`config.mk`:
```
export PLATFORM = sky130hd
export DESIGN_NAME = membus_arbiter
export DESIGN_NICKNAME = d
export VERILOG_FILES = /design/src/rtl/membus_pkg.sv /design/src/rtl/membus_grant.sv /design/src/rtl/membus_arbiter.sv
export SDC_FILE = /design/constraint.sdc
export NUM_CORES = 1
export LEC_CHECK = 0
export CELL_PAD_IN_SITES_DETAIL_PLACEMENT = 1
export CELL_PAD_IN_SITES_GLOBAL_PLACEMENT = 2
export CORE_MARGIN = 4
export CORE_UTILIZATION = 25
export DETAILED_ROUTE_END_ITERATION = 6
export GPL_TIMING_DRIVEN = 1
export PLACE_DENSITY = 0.88
export SLEW_MARGIN = 20
export SYNTH_ARGS = -nofsm -noshare
export SYNTH_HDL_FRONTEND = slang
export SYNTH_HIERARCHICAL = 1
export SYNTH_SLANG_ARGS = --single-unit
```
`constraint.sdc`:
```
create_clock -name clk -period 2.5 [get_ports clk]
set_clock_uncertainty 0.15 [all_clocks]
set_input_delay 0.5 -clock clk [delete_from_list [all_inputs] [get_ports clk]]
set_output_delay 0.5 -clock clk [all_outputs]
set_load 0.005 [all_outputs]
```
`src/rtl/membus_pkg.sv`:
```
// Shared types and default sizes for the crabcore memory-bus arbiter.
// Holds the FSM state encoding and the grant encoding used by all membus files.
// No logic here; pure declarations.
package membus_pkg;

    localparam int ADDR_W_DEF  = 32;
    localparam int DATA_W_DEF  = 32;
    localparam int TIMEOUT_DEF = 64;

    typedef enum logic [1:0] {
        IDLE = 2'd0,
        BUSY = 2'd1,
        RESP = 2'd2
    } state_t;

    typedef enum logic {
        GNT_M0 = 1'b0,
        GNT_M1 = 1'b1
    } grant_t;

endpackage

```
`src/rtl/membus_grant.sv`:
```
// Requester selector: picks m0 or m1 from the two request valids.
// Latency: combinational grant; the last-grant register updates on the grant strobe.
// Backpressure: none; the caller only strobes when it actually accepts a request.
// Optional MEMBUS_RR_EN: round-robin on contention instead of fixed m1-first priority.
module membus_grant
    import membus_pkg::*;
(
    input  logic   clk,
    input  logic   reset,
    input  logic   m0_valid,
    input  logic   m1_valid,
    input  logic   grant_stb,
    output grant_t grant
);

`ifdef MEMBUS_RR_EN
    grant_t last_grant;

    // On a tie, serve whichever port was not served last; a lone requester always wins.
    always_comb begin
        grant = GNT_M0;
        if (m0_valid && m1_valid) begin
            grant = (last_grant == GNT_M0) ? GNT_M1 : GNT_M0;
        end else if (m1_valid) begin
            grant = GNT_M1;
        end
    end

    // Remember who was granted so the next tie goes the other way.
    always_ff @(posedge clk or negedge reset) begin
        if (!reset) begin
            last_grant <= GNT_M0;
        end else if (grant_stb) begin
            last_grant <= grant;
        end
    end
`else
    // Fixed priority: load/store always beats fetch.
    always_comb begin
        grant = m1_valid ? GNT_M1 : GNT_M0;
    end

    // Clock, reset and strobe only matter for the round-robin build.
    logic unused_ok;
    assign unused_ok = ^{clk, reset, grant_stb};
`endif

endmodule

```
`src/rtl/membus_arbiter.sv`:
```
// Shares one single-ported word memory between fetch (m0) and load/store (m1).
// Latency: request sampled in cycle 0, mem_req from cycle 1, ready one cycle after mem_ack.
// Backpressure: one transaction at a time; requesters hold valid until their ready pulse.
// Optional MEMBUS_RR_EN selects round-robin arbitration inside membus_grant.
module membus_arbiter
    import membus_pkg::*;
#(
    parameter int ADDR_W  = ADDR_W_DEF,
    parameter int DATA_W  = DATA_W_DEF,
    parameter int TIMEOUT = TIMEOUT_DEF
) (
    input  logic              clk,
    input  logic              reset,
    input  logic              m0_addr_valid,
    input  logic [ADDR_W-1:0] m0_addr,
    output logic              m0_ready,
    output logic [DATA_W-1:0] m0_rdata,
    input  logic              m1_addr_valid,
    input  logic [ADDR_W-1:0] m1_addr,
    input  logic              m1_data_valid,
    input  logic [DATA_W-1:0] m1_data,
    output logic              m1_ready,
    output logic [DATA_W-1:0] m1_rdata,
    output logic              bus_err,
    output logic              mem_req,
    output logic              mem_we,
    output logic [ADDR_W-1:0] mem_addr,
    output logic [DATA_W-1:0] mem_wdata,
    input  logic              mem_ack,
    input  logic [DATA_W-1:0] mem_rdata
);

    // Watchdog width covers 0..TIMEOUT-1; TIMEOUT of 0 turns the abort off entirely.
    localparam int CNT_W = (TIMEOUT > 1) ? $clog2(TIMEOUT) : 1;

    state_t            state;
    grant_t            grant_sel;
    grant_t            grant_q;
    logic [CNT_W-1:0]  wd_cnt;
    logic              wd_expired;
    logic              any_req;
    logic              grant_stb;
    logic              txn_done;
    logic [DATA_W-1:0] resp_data;

    assign any_req    = m0_addr_valid | m1_addr_valid;
    assign grant_stb  = (state == IDLE) && any_req;
    assign wd_expired = (TIMEOUT != 0) && (wd_cnt == CNT_W'(TIMEOUT - 1));
    assign txn_done   = mem_ack || wd_expired;

    membus_grant u_grant (
        .clk       (clk),
        .reset     (reset),
        .m0_valid  (m0_addr_valid),
        .m1_valid  (m1_addr_valid),
        .grant_stb (grant_stb),
        .grant     (grant_sel)
    );

    // Read data returned to the requester: memory data for acked reads, zero for writes and aborts.
    always_comb begin
        resp_data = '0;
        if (mem_ack && !mem_we) begin
            resp_data = mem_rdata;
        end
    end

    // Transaction FSM: grant in IDLE, hold the memory request in BUSY, pulse ready in RESP.
    always_ff @(posedge clk or negedge reset) begin
        if (!reset) begin
            state     <= IDLE;
            grant_q   <= GNT_M0;
            wd_cnt    <= '0;
            mem_req   <= 1'b0;
            mem_we    <= 1'b0;
            mem_addr  <= '0;
            mem_wdata <= '0;
            m0_ready  <= 1'b0;
            m1_ready  <= 1'b0;
            m0_rdata  <= '0;
            m1_rdata  <= '0;
            bus_err   <= 1'b0;
        end else begin
            case (state)
                IDLE: begin
                    if (any_req) begin
                        grant_q <= grant_sel;
                        wd_cnt  <= '0;
                        mem_req <= 1'b1;
                        state   <= BUSY;
                        if (grant_sel == GNT_M1) begin
                            mem_addr  <= m1_addr;
                            mem_we    <= m1_data_valid;
                            mem_wdata <= m1_data;
                        end else begin
                            mem_addr  <= m0_addr;
                            mem_we    <= 1'b0;
                            mem_wdata <= '0;
                        end
                    end
                end
                BUSY: begin
                    if (txn_done) begin
                        // An ack in the same cycle as expiry still counts as a success.
                        mem_req <= 1'b0;
                        bus_err <= !mem_ack;
                        state   <= RESP;
                        if (grant_q == GNT_M1) begin
                            m1_ready <= 1'b1;
                            m1_rdata <= resp_data;
                        end else begin
                            m0_ready <= 1'b1;
                            m0_rdata <= resp_data;
                        end
                    end else begin
                        wd_cnt <= wd_cnt + 1'b1;
                    end
                end
                RESP: begin
                    m0_ready <= 1'b0;
                    m1_ready <= 1'b0;
                    m0_rdata <= '0;
                    m1_rdata <= '0;
                    bus_err  <= 1'b0;
                    state    <= IDLE;
                end
                default: begin
                    state <= IDLE;
                end
            endcase
        end
    end

endmodule

```
==> results of run 1 <==
-- synth_stat cells (all sizes together) --
cell type | instances | area, sq um
a311oi | 1 | 15.0
nand2b | 3 | 18.8
nand4 | 1 | 6.26
dfrtp | 142 | 3550
and4b | 1 | 10.0
clkbuf | 20 | 75.1
a31oi | 2 | 12.5
nand4bb | 1 | 11.3
o31ai | 2 | 15.0
buf | 31 | 191
nand2 | 157 | 589
nor2b | 1 | 6.26
and3 | 1 | 6.26
a21o | 1 | 7.51
o21ai | 83 | 498
o31a | 1 | 8.76
mux2i | 34 | 340
nor2 | 6 | 22.5
nor3 | 2 | 10.0
mux2 | 1 | 11.3
nand3 | 83 | 450
a22o | 17 | 149
and2b | 1 | 7.51
inv | 4 | 15.0
nand4b | 1 | 8.76
o22ai | 1 | 12.5
ha | 1 | 12.5
o2bb2ai | 3 | 26.3
a21oi | 3 | 15.0
-- power breakdown --
| group | switching, mW | internal, mW |
|---|---|---|
| Combinational | 2.07 | 2.67 |
| Clock | 1.05 | 1.41 |
| Sequential | 0.652 | 3.38 |
| Total | 3.77 | 7.46 |
-- final cells by class --
class | count | share of cell area
clock buffers | 21 | 0.0467
clock inverters | 11 | 0.0113
inverters | 4 | 0.00156
multi-input cells | 408 | 0.237
flip-flops and latches | 142 | 0.368
well taps | 319 | 0.0413
repair buffers | 280 | 0.294
-- flip-flops by register name, summed over array words and instances, names as in the netlist --
signal and flops:
mem_wdata 32, m1_rdata 32, m0_ready 1, mem_we 1
m0_rdata 32, wd_cnt 6, mem_addr 32, mem_req 1
bus_err 1, grant_q 1, m1_ready 1, state 2
-- metal layers --
| layer | vias to the layer above | part of all wire | wire [um] |
|---|---|---|---|
| li1 | 2561 | - | - |
| met1 | 2542 | 0.44 | 8980 |
| met4 | 0 | 0.011 | 231 |
| met3 | 12 | 0.12 | 2400 |
| met5 | - | 0 | 0 |
| met2 | 243 | 0.43 | 8800 |
-- logic make-up (layout without fill, tap and decap cells) --
logic type,Yosys count,count (layout)
simple gates,258,258
buf+inv,55,316
compound gates,114,114
flops,142,142
mux,35,35
fa+ha+maj,1,1
-- worst max-delay path by stage --
stage	startpoint	endpoint	slack [ns]	cells past startpoint
final	mem_we	mem_we	0.44	1
after global routing	state[1]	wd_cnt[0]	0.33	4
after CTS	mem_we	mem_we	0.42	1
after detailed placement	mem_ack	m1_rdata[1]	0.26	4
after global placement	mem_ack	m1_rdata[26]	0.33	4
after floorplan	wd_cnt[0]	wd_cnt[0]	0.69	5
-- stage by stage --
| stage | setup slack (ns) | instances |
|---|---|---|
| 6_report | 0.442 | 1185 |
| 4_1_cts | 0.421 | 1185 |
| 3_3_place_gp | 0.329 | 1152 |
| 2_1_floorplan | 0.689 | 605 |
| 5_1_grt | 0.331 | 1185 |
| 3_5_place_dp | 0.259 | 1152 |
==> run_results.csv, run 1 <==
group,metric,value,unit
place,portBuffers,266,
global_route,grtUsageMet3,0.0675,
global_route,use_met2,0.220,
floorplan,dieWidth,164,um
critical_path,critPathBufInv,1,
detailed_routing,viasPerCell,4.52,
final_layout,diodes,0,
detailed_routing,wl,20400,um
critical_path,start_kind,"flip-flop",
final_layout,fill_cells,2663,
worst_hold_path,worstHoldStart,"m1_addr_valid",
timing,period_minus_slack,2.06,ns
synth,synth_simple_gate_area_share,0.188,
place,place_congestion,0.767,
critical_path,crit_chain,"clkdlybuf4s50_1",
status,status,"finished clean",
synth,synth_area,6110,sq um
global_route,grtUsageTotal,0.149,
floorplan,row_count,56,
detailed_routing,wl_per_cell,17.2,um
detailed_routing,dr.first_iter.drc_count,267,
global_route,grt_use_met1,0.197,
synth,synth_compound_area_frac,0.124,
timing,hold_ws,0.309,ns
critical_path,crit_type,"reg -> out",
critical_path,reg2reg_to,"wd_cnt[0]",
final_layout,area_delta_synth_final,58.1,%
synth,synth_top_family_by_area,"simple AND/OR/NAND/NOR gates",
global_route,grt_pass1_vias,5482,
power,powerDensity,1160,nW/um^2
synth,ys_types,36,
timing,worst_slew_pin_slew,0.669,ns
critical_path,required,1.85,ns
final_layout,drive_gt1_frac,0.0924,
place,dpl_cell_area,9080,sq um
synth,synth_mux_area_frac,0.0576,
critical_path,cp_top_family,"buffers and inverters",
floorplan,die_h,164,um
worst_hold_path,hold_end,"mem_req",
synth,netlist_instances,605,
clock_tree,clkSinkCount,142,
timing,fmax,0.486,GHz
final_layout,final_cell_mix,"264 x clkdlybuf4s50_1, 157 x nand2_1, 142 x dfrtp_1",
critical_path,slowest_delay,0.59,ns
global_route,grt_max_degree,97,
detailed_routing,vias,5358,
worst_hold_path,hold-path-cell-count,3,
clock_tree,insertion_delay,0.41,ns
synth,yosysWarnings,6,
clock_tree,cts_hold_buf,1,
timing,hold_viol,0,
synth,yosys.area_share.adder,0.00205,
final_layout,layout_commonest_cell,"clkdlybuf4s50_1",
critical_path,cp-end-kind,"primary output",
final_layout,final_nets,988,
timing,rsz0062_at_grt,"false",
critical_path,slowest_stage,"clkdlybuf4s50_1",
clock_tree,post-cts-setup-buffers,0,
clock_tree,clkSlewWorstSetupHoldPaths,0.06,ns
timing,relSlewSlack,0.554,
clock_tree,clk_path_buf_depth,2,
power,ir_drop,0.411,mV
synth,synth_xor_area_frac,0,
clock_tree,cts_tree,"built",
critical_path,regToRegStartpoint,"wd_cnt[0]",
place,dp_hpwl,14800,um
final_layout,register_area,3550,sq um
timing,slew_violations,0,
detailed_routing,antenna_left,0,
global_route,grt_busiest_layer,"met2",
floorplan,dieArea,27000,sq um
global_route,grt_antenna_before_repair,0,
critical_path,reg2regPathDepth,5,
critical_path,rrSetupSlack,0.48,ns
power,leakage,4.20,nW
synth,avgSynthCellArea,10.1,sq um
synth,synth_seq_cells,142,
clock_tree,cts_buffers,17,
clock_tree,cts-root-buf,"clkbuf_16",
detailed_routing,route.detailed.drc,0,
floorplan,initial_core_util,0.257,
clock_tree,htreeDepth,4,
power,power,11.2,mW
clock_tree,post_cts_resized,0,
synth,seq_area_frac_synth,0.582,
timing,setup_viol,0,
global_route,grt_pass1_wl,31400,um
critical_path,path_max_fanout,3,
final_layout,design_area,9650,sq um
critical_path,cp.arrival,1.41,ns
final_layout,multiInputGateArea,2290,sq um
timing,period_share,0.823,
global_route,grt_overflow,0,
job,maxCapViolCount,0,
timing,setup_tns,0,ns
final_layout,post-route-util,0.406,
detailed_routing,first_pass_iters,4,
worst_hold_path,hp-class,"in -> reg",
floorplan,ios,267,
synth,synth_fp_nets,740,
floorplan,coreArea,23800,sq um
No activity file was read; power rests on OpenSTA's default activity.
==> run 2: changes to the inputs <==
==> constraint.sdc (replaced) <==
create_clock -name clk -period 2.1 [get_ports clk]
set_clock_uncertainty 0.15 [all_clocks]
set_input_delay 0.42 -clock clk [delete_from_list [all_inputs] [get_ports clk]]
set_output_delay 0.42 -clock clk [all_outputs]
set_load 0.005 [all_outputs]
==> run 2 against run 1 <==
  * Global-route usage rose by 0.12 points
  * Clock-buffer cell count fell by 2
  * Combinational power rose by 22%
  * Non-clock buffer count rose by 7
  * Via count rose by 0.82%
  * Flip-flop and latch count did not move
  * Critical path depth did not move
  * Total power rose by 21%
  * Critical path type unchanged
==> run_results.csv, run 2 (synthesis results as in run 1) <==
group,metric,value,unit
status,status,"finished clean",
detailed_routing,vias,5402,
clock_tree,insertion_delay,0.41,ns
place,portBuffers,266,
critical_path,slowest_stage,"clkdlybuf4s50_1",
critical_path,cp_top_family,"buffers and inverters",
place,place_congestion,0.778,
critical_path,critPathBufInv,1,
final_layout,fill_cells,2659,
global_route,grt_max_degree,97,
timing,rsz0062_at_grt,"false",
final_layout,area_delta_synth_final,60.0,%
final_layout,design_area,9770,sq um
detailed_routing,dr.first_iter.drc_count,282,
clock_tree,cts_tree,"built",
detailed_routing,wl_per_cell,17.3,um
final_layout,final_cell_mix,"264 x clkdlybuf4s50_1, 157 x nand2_1, 142 x dfrtp_1",
floorplan,row_count,56,
clock_tree,clkSlewWorstSetupHoldPaths,0.06,ns
power,power,13.6,mW
timing,setup_viol,0,
floorplan,coreArea,23800,sq um
global_route,grt_pass1_vias,5571,
power,leakage,4.26,nW
timing,worst_slew_pin_slew,0.676,ns
clock_tree,htreeDepth,4,
global_route,grt_overflow,0,
global_route,grtUsageTotal,0.150,
critical_path,cp.arrival,1.39,ns
global_route,grt_pass1_wl,31400,um
clock_tree,clk_path_buf_depth,2,
critical_path,start_kind,"flip-flop",
final_layout,layout_commonest_cell,"clkdlybuf4s50_1",
critical_path,cp-end-kind,"primary output",
global_route,grt_antenna_before_repair,1,
timing,period_minus_slack,1.96,ns
clock_tree,cts_buffers,17,
critical_path,path_max_fanout,3,
floorplan,dieArea,27000,sq um
timing,slew_violations,0,
final_layout,post-route-util,0.411,
power,powerDensity,1390,nW/um^2
detailed_routing,viasPerCell,4.54,
worst_hold_path,hp-class,"in -> reg",
critical_path,required,1.53,ns
critical_path,slowest_delay,0.59,ns
place,dp_hpwl,15300,um
critical_path,crit_chain,"clkdlybuf4s50_1",
floorplan,initial_core_util,0.257,
final_layout,diodes,0,
detailed_routing,route.detailed.drc,0,
clock_tree,clkSinkCount,142,
final_layout,drive_gt1_frac,0.0998,
detailed_routing,wl,20700,um
critical_path,crit_type,"reg -> out",
floorplan,dieWidth,164,um
power,ir_drop,0.462,mV
detailed_routing,first_pass_iters,4,
timing,hold_viol,0,
job,maxCapViolCount,0,
final_layout,final_nets,995,
timing,period_share,0.933,
timing,relSlewSlack,0.549,
place,dpl_cell_area,9190,sq um
detailed_routing,antenna_left,0,
floorplan,ios,267,
timing,fmax,0.510,GHz
floorplan,die_h,164,um
clock_tree,cts-root-buf,"clkbuf_16",
run 2: metrics by stage:
step	hold WS, ns	worst slack [ns]	std cells	TNS (ns)
finish	0.168	0.141	1191	0
global route	0.182	0.00533	1191	0
CTS	0.147	0.109	1191	0
detailed placement	0.182	-0.0536	1159	-0.544
global placement	0.182	-0.00997	1159	-0.115
floorplan	-0.0256	0.289	605	0
run 2: what timing repair did:
item,4_1_cts,5_1_grt
hold buffers,1,0
endpoints found under the hold margin,29,0
buffers inserted,0,0
resized for setup,0,0
run 2: area by class of cell:
class / instances / area, sq um / share of cell area
inverter: 4 / 15.0 / 0.00154
clock inverter: 12 / 138 / 0.0141
tap: 319 / 399 / 0.0409
clock buffer: 19 / 433 / 0.0443
sequential: 142 / 3550 / 0.364
multi-input combinational: 408 / 2290 / 0.234
timing repair buffer: 287 / 2940 / 0.301
run 2: metal layers:
layer	GRT usage	part of all wire	up-vias
met5	0	0.00063	-
met1	0.188	0.43	2577
met3	0.0705	0.12	17
met4	0.0442	0.013	2
met2	0.233	0.44	228
li1	-	-	2578
run 2: worst paths after layout:
kind / start / endpoint / slack [ns] / cells after the start
setup / recovery: mem_we / mem_we / 0.14 / 1
hold / removal: m1_addr_valid / grant_q / 0.17 / 3
setup reg to reg: wd_cnt[0] / wd_cnt[5] / 0.16 / 6
hold reg to reg: mem_wdata[1] / mem_wdata[1] / 0.32 / 2
max in group asynchronous: reset / mem_wdata[7] / 0.91 / 3
min in group asynchronous: reset / m1_rdata[28] / 0.32 / 2
run 2: power breakdown:
part / leakage [nW] / internal [mW] / switching, mW
Sequential: 1.86 / 4.03 / 0.784
Combinational: 2.14 / 3.27 / 2.49
Clock: 0.262 / 1.75 / 1.25
